## src/rtl/clk_div_multi_pkg.sv

```systemverilog
// rtl/clk_div_multi_pkg.sv - shared constants and helpers for the clock divider
package clk_div_multi_pkg;

  localparam int DIV_MIN        = 2;
  localparam int DEFAULT_DIV_1K = 100000;
  localparam int SEL_W          = 4;

  // Divisors below DIV_MIN cannot form a high and a low phase, so they are raised.
  function automatic int unsigned clamp_div(input int unsigned v);
    return (v < DIV_MIN) ? DIV_MIN : v;
  endfunction

endpackage

```

## src/rtl/clk_div_multi_chan.sv

```systemverilog
// rtl/clk_div_multi_chan.sv - one divider channel: shadow/active divisor, counter, outputs
module clk_div_multi_chan
  import clk_div_multi_pkg::*;
#(
  parameter int DIV_W       = 17,
  parameter int DEFAULT_DIV = DEFAULT_DIV_1K
) (
  input  logic             clk,
  input  logic             reset,
  input  logic             en,
  input  logic             sync,
  input  logic             wr,
  input  logic [DIV_W-1:0] wr_data,
  output logic             clk_out,
  output logic             tick,
  output logic             pending
);

  logic [DIV_W-1:0] s;
  logic [DIV_W-1:0] d;
  logic [DIV_W-1:0] cnt;
  logic [DIV_W-1:0] d_nxt;
  logic [DIV_W-1:0] cnt_nxt;
  logic [DIV_W-1:0] wr_div;
  logic             wrap;
  logic             restart;

  assign wr_div = DIV_W'(clamp_div(32'(wr_data)));

  // Next active divisor and count; a period restart (wrap or sync) picks up the shadow divisor.
  always_comb begin
    wrap    = (cnt == d - 1'b1);
    restart = sync || wrap;
    d_nxt   = d;
    cnt_nxt = cnt + 1'b1;
    if (restart) begin
      d_nxt   = s;
      cnt_nxt = '0;
    end
  end

  // Channel state; a disabled channel parks at the end of a period so re-enable starts fresh.
  always_ff @(posedge clk or posedge reset) begin
    if (reset) begin
      s       <= DIV_W'(DEFAULT_DIV);
      d       <= DIV_W'(DEFAULT_DIV);
      cnt     <= DIV_W'(DEFAULT_DIV - 1);
      clk_out <= 1'b0;
      tick    <= 1'b0;
      pending <= 1'b0;
    end else begin
      if (!en) begin
        d       <= s;
        cnt     <= s - 1'b1;
        clk_out <= 1'b0;
        tick    <= 1'b0;
        pending <= 1'b0;
      end else begin
        d       <= d_nxt;
        cnt     <= cnt_nxt;
        clk_out <= (cnt_nxt < (d_nxt >> 1));
        tick    <= (cnt_nxt == '0);
        if (restart) begin
          pending <= 1'b0;
        end
      end
      // A write on a restart edge lands after the old shadow was transferred, so it stays pending.
      if (wr) begin
        s       <= wr_div;
        pending <= 1'b1;
      end
    end
  end

endmodule

```

## src/rtl/clk_div_multi.sv

```systemverilog
// rtl/clk_div_multi.sv - multi-channel programmable divided-clock and tick generator
module clk_div_multi
  import clk_div_multi_pkg::*;
#(
  parameter int N_CH        = 4,
  parameter int DIV_W       = 17,
  parameter int DEFAULT_DIV = DEFAULT_DIV_1K
) (
  input  logic             clk,
  input  logic             reset,
  input  logic [N_CH-1:0]  en,
  input  logic             sync,
  input  logic             wr_en,
  input  logic [SEL_W-1:0] wr_sel,
  input  logic [DIV_W-1:0] wr_data,
  output logic [N_CH-1:0]  clk_out,
  output logic [N_CH-1:0]  tick,
  output logic [N_CH-1:0]  pending
);

  logic [N_CH-1:0] wr_hit;

  for (genvar i = 0; i < N_CH; i++) begin : g_chan
    // Out-of-range wr_sel matches no channel, so such writes are dropped.
    assign wr_hit[i] = wr_en && (wr_sel == SEL_W'(i));

    clk_div_multi_chan #(
      .DIV_W       (DIV_W),
      .DEFAULT_DIV (DEFAULT_DIV)
    ) u_chan (
      .clk     (clk),
      .reset   (reset),
      .en      (en[i]),
      .sync    (sync),
      .wr      (wr_hit[i]),
      .wr_data (wr_data),
      .clk_out (clk_out[i]),
      .tick    (tick[i]),
      .pending (pending[i])
    );
  end

endmodule

```

## config.mk

```make
export PLATFORM = sky130hd
export DESIGN_NAME = clk_div_multi
export DESIGN_NICKNAME = d
export VERILOG_FILES = /design/src/rtl/clk_div_multi_pkg.sv /design/src/rtl/clk_div_multi_chan.sv /design/src/rtl/clk_div_multi.sv
export SDC_FILE = /design/constraint.sdc
export NUM_CORES = 1
export LEC_CHECK = 0
export CAP_MARGIN = 20
export CORE_MARGIN = 2
export CORE_UTILIZATION = 45
export CTS_CLUSTER_DIAMETER = 100
export DETAILED_ROUTE_END_ITERATION = 16
export GPL_TIMING_DRIVEN = 0
export SETUP_SLACK_MARGIN = 0.05
export SLEW_MARGIN = 20
export SYNTH_ARGS = -nofsm -noshare
export SYNTH_HDL_FRONTEND = slang
export SYNTH_SLANG_ARGS = --single-unit
```

## constraint.sdc

```tcl
create_clock -name clk -period 13.65 [get_ports clk]
set_clock_uncertainty 0.15 [all_clocks]
set_input_delay 2.73 -clock clk [delete_from_list [all_inputs] [get_ports clk]]
set_output_delay 2.73 -clock clk [all_outputs]
set_load 0.005 [all_outputs]
```

== Word-level counts from Yosys, hierarchy flattened ==
Index checks and enable logic that the tools add are counted.

* Add/sub/neg operators: 12
* Order comparisons: 5
* Equality and inequality tests: 15
* Muxes and demuxes: 37
* Reductions and logical operators: 13

{| class="wikitable"
|+ Operator list
! operator !! number
|-
| 17-bit two-way mux || 17
|-
| 17-bit by 1-bit subtractor with 17-bit output, second input constant || 8
|-
| 17-bit by 1-bit adder with 17-bit output, second input constant || 4
|-
| 17-bit == test || 4
|-
| 17-bit logical NOT || 4
|-
| 17-bit by 16-bit less-than comparator with 1-bit output || 4
|-
| 1-bit two-way mux || 20
|-
| 17-bit by 2-bit less-than comparator with 1-bit output, second input constant || 1
|-
| 3-bit by 1-bit inequality test with 1-bit output, second input constant || 4
|-
| 4-bit by 2-bit == test with 1-bit output, second input constant || 2
|-
| 2-bit by 1-bit inequality test with 1-bit output, second input constant || 4
|-
| 4-bit by 1-bit == test with 1-bit output, second input constant || 1
|-
| 1-bit logical AND || 4
|-
| 4-bit logical NOT || 1
|-
| 1-bit logical OR || 4
|}

* Register bits after elaboration: 216
* Output and inout port bits: 12
* Word-level logic and storage cells: 110

== Longest topological paths before layout ==
* Word-level depth: 6
* Depth in mapped cells: 20

== By module ==
From an unflattened synthesis, not the netlist that was laid out.

* Cells, all modules: 1661
* Area, all modules: 16169.3 µm²

{| class="wikitable"
|+ By module, submodules not included
! module !! instances !! cells each !! area each (µm²) !! sequential area each (µm²)
|-
| clk_div_multi_chan at g_chan[1].u_chan ... || 3 || 413 || 4028.9 || 1378.8
|-
| clk_div_multi_chan at g_chan[0].u_chan || 1 || 417 || 4017.6 || 1378.8
|-
| clk_div_multi || 1 || 5 || 65.1 || 0.0
|}

== Least setup slack after synthesis ==
OpenSTA, ideal clock, no wires.

* Path kind: input-to-reg
* Start: in sync
* End: reg g_chan[3].u_chan.clk_out
* Library setup time: 0.095 ns
* Arrival time: 5.545 ns
* Setup slack: 7.860 ns
* Stages: 13
* Cells stage by stage: clkbuf_1 -> a21oi_1 -> buf_1 -> mux2i_1 -> ha_1 -> a21o_1 -> a21o_1 -> a21o_1 -> a21o_1 -> a211o_1 -> a211o_1 -> or4_1 -> o31ai_1

* Longest elaborated chain between the ends: 4

{| class="wikitable"
|+ RTL lines
! element !! RTL line !! source
|-
| start, declared || clk_div_multi.sv:12 || <nowiki>input logic sync,</nowiki>
|-
| 1-bit logical OR * || clk_div_multi_chan.sv:33 || <nowiki>restart = sync || wrap;</nowiki>
|-
| 17-bit two-way mux || clk_div_multi_chan.sv:36 || <nowiki>if (restart) begin</nowiki>
|-
| 17-bit by 16-bit less-than comparator with 1-bit output * || clk_div_multi_chan.sv:61 || <nowiki>clk_out <= (cnt_nxt < (d_nxt >> 1));</nowiki>
|-
| 1-bit two-way mux * || clk_div_multi_chan.sv:52 || <nowiki>if (!en) begin</nowiki>
|-
| end signal, assigned || clk_div_multi_chan.sv:61 ||
|-
| end, declared || clk_div_multi_chan.sv:14 || <nowiki>output logic clk_out,</nowiki>
|}

Every way passes the cells marked *; elsewhere a longest branch is shown, timed or not. The select of a mux whose other input is x is not followed.
A chain may end at the register's enable or synchronous reset.

== Worst setup path in the final report ==
Same ends and word-level chain as after synthesis.

==> metrics.csv <==
metric,value,unit
fillCellCount,3266,
layout_commonest_cell,mux2_2,
crit_path_start_kind,input pin,
place_congestion,0.8945,
via_per_inst,5.749,
hp-class,flip-flop to flip-flop,
r2r-end,g_chan[3].u_chan.clk_out$_DFF_PP0_,
clk_pin_slew,0.06,ns
setup_viol,0,
drcViolationCount,0,
min_from,g_chan[2].u_chan.pending$_DFFE_PP0P_,
critical_path_arrival,6.49,ns
crit_path_top_delay_cell,clkbuf_1,
root_buffer,clkbuf_16,
vias,12538,
numPortBuffers,36,
post_cts.repair.setup_buffers,0,
finalMaxSlewViolations,0,
avgRoutedWirePerCell,19.14,um
maxSlewHeadroom,32.84,%
diodes,0,
dieHeight,190.8,um
power.leakage,7.190,nW
end_kind,flip-flop,
min_period,6.214,ns
cts-htree-levels,1,
ys_seq_area_share,35.12,%
post_synth.cell_area_avg,9.577,um2
finalHoldViolCount,0,
initial_core_util,45.58,%
worstReg2RegStart,g_chan[3].u_chan.d[9]$_DFF_PP1_,
ff2ff_setup_slack,7.89,ns
status,completed,
drive_gt1_share,19.35,%
slowest_delay,0.73,ns
area_growth,12.01,%
worstPathCellList,clkbuf_1 -> a21o_1 -> buf_1 -> mux2i_1 -> ha_1 -> a21o_1 -> a21o_1 -> a21o_1 -> a21oi_1 -> o21ai_0 -> a211o_1 -> or4_1 -> o31ai_1,
yosysWarnings,0,
vdd_drop_max,0.1111,mV
cts_resized,0,
grt_use_total,23.34,%
cts_buffers,26,
cp_common_cell,a21o_1,
layout_common_cells,"140 x mux2_2, 128 x dfrtp_1, 121 x xnor2_1, 118 x nor2_1, 88 x dfstp_2",
syn_inst,1640,
min_to,g_chan[2].u_chan.pending$_DFFE_PP0P_,
drtIter0Drc,743,
ys.flop_type,dfrtp_1,
synth_cell_types,76,
rsz0062_at_grt,no,
syn_area,15710,um2
min_period_over_period,45.53,%
die_w,190.8,um
cts_buffer_depth,3,
tightestPinTransition,1.007,ns
clock_latency,0.55,ns
synth_seq_cells,216,
worstHoldPathCells,1,
fin_nets,1807,
grt_pass1_wl,67170,um
maxCapViolCount,0,
drtPass1Iterations,5,
grt_max_degree,103,
grt_pass1_vias,12275,
fp-row-count,68,
cp_max_fo,10,
ff2ff_path_depth,18,
dieArea,36410,um2
cp.required,13.93,ns
post-dp-hpwl,31520,um
fmax,160.9,MHz
cts_hold_buffers,0,
wirelength,41750,um
postRouteAntennaNets,0,
antenna_found_initial,0,
holdWs,0.3335,ns
ios,41,
clock_sinks,216,
gr-total-overflow,0,
async_flop_share,100.0,%
powerDensity,159.0,nW/um2
synth_edf_count,0,
finalSetupTns,0,ns
cts_tree,done,
synth_nets,1741,
core_area,34460,um2
path_class,input pin to flip-flop,
-- report_power, final --
part / switching [mW] / internal (mW)
combinational: 0.545 / 0.483
clock: 0.283 / 0.440
sequential: 0.210 / 0.837
total: 1.04 / 1.76
-- per-stage QoR --
stage | total power, mW | util [%] | worst slack [ns] | instances | instance area (um2)
2_1_floorplan | 1.784 | - | 5.008 | 1640 | 15710
5_1_grt | 2.989 | 51.06 | 7.323 | 2181 | 17590
6_report | 2.798 | 51.06 | 7.436 | 2181 | 17590
3_5_place_dp | 2.075 | 48.46 | 6.864 | 2133 | 16700
4_1_cts | 2.814 | 51.04 | 7.425 | 2181 | 17590
3_3_place_gp | 2.049 | 48.28 | 1.951 | 2131 | 16640
-- synth_stat cells, drive strengths merged (6+ instances only) --
cell type  instances  share of area (%)
nor4b              7               0.47
xnor2            121                6.7
dfstp             88                 15
and2              36                1.4
xor2              82                4.6
nand2b            13               0.52
buf               43                1.7
dfrtp            128                 20
ha                72                5.7
mux2i             66                4.2
o31ai              6               0.29
nand3b            12               0.57
or4               13               0.67
and3              11               0.44
and4               6               0.33
or2                6               0.24
nand3             79                2.5
nand2             79                1.9
inv               32               0.76
or3               10               0.40
o21ai             71                2.3
a31oi             15               0.60
a21o              35                1.7
a21oi             46                1.5
clkbuf            67                1.6
mux2             150                 11
nor3              55                1.8
nor2b             14               0.56
a211oi             8               0.41
nor4              45                1.9
nor2             119                2.9
nand4             38                1.5
-- routing by layer --
layer / GRT usage (%) / routed length, um / vias to the layer above
met1: 31.89 / 19580 / 6179
met4: 5.993 / 1046 / 0
met5: 0 / 0 / -
met3: 3.110 / 1537 / 54
met2: 38.89 / 19580 / 263
li1: - / - / 6042
-- worst max-delay path, delay by kind of cell --
kind	cells	cell delay, ns
adder cells (fa/ha/maj)	1	0.27
multiplexers	1	0.28
AND/OR/NAND/NOR	1	0.41
buffers and inverters	2	1.32
AO/OA/AOI/OAI	8	1.46
-- how the worst max path moves through the flow --
stage                     start                                 end  slack (ns)  cells past startpoint
final                      sync  g_chan[3].u_chan.clk_out$_DFF_PP0_        7.44                     13
after global routing       sync  g_chan[3].u_chan.clk_out$_DFF_PP0_        7.32                     13
after CTS                  sync  g_chan[3].u_chan.clk_out$_DFF_PP0_        7.42                     13
after detailed placement   sync  g_chan[3].u_chan.clk_out$_DFF_PP0_        6.86                     13
after global placement    reset     g_chan[1].u_chan.d[1]$_DFF_PP0_        1.95                      2
after floorplan           reset  g_chan[0].u_chan.clk_out$_DFF_PP0_        5.01                      1
-- registers in the layout, summed over array words and instances (netlist names) --
register               flops
g_chan.u_chan.cnt         68
g_chan.u_chan.d           68
g_chan.u_chan.s           68
g_chan.u_chan.clk_out      4
g_chan.u_chan.pending      4
g_chan.u_chan.tick         4
-- logic make-up (layout without fill, tap and decap cells) --
family                     count (synthesis)  count (layout)  share of synthesized area (%)
adders and majority gates                 72              72                          5.736
buffers and inverters                    142             228                          4.031
AOI/OAI and AO/OA                        235             235                          9.831
muxes                                    216             216                          15.13
xor gates and xnor gates                 203             203                          11.32
and+or+nand+nor                          556             556                          18.84
DFF                                      216             216                          35.12
-- layout make-up --
class | instances | area (um2) | area share, %
buffer | 110 | 513.0 | 2.916
clock buffer | 38 | 757.0 | 4.303
clock inverter | 10 | 131.4 | 0.7467
inverter | 32 | 127.6 | 0.7254
multi-input combinational | 1282 | 9564 | 54.36
sequential | 216 | 5515 | 31.35
tap | 455 | 569.3 | 3.236
timing repair buffer | 38 | 415.4 | 2.361
(Power assumes the default switching activity.)
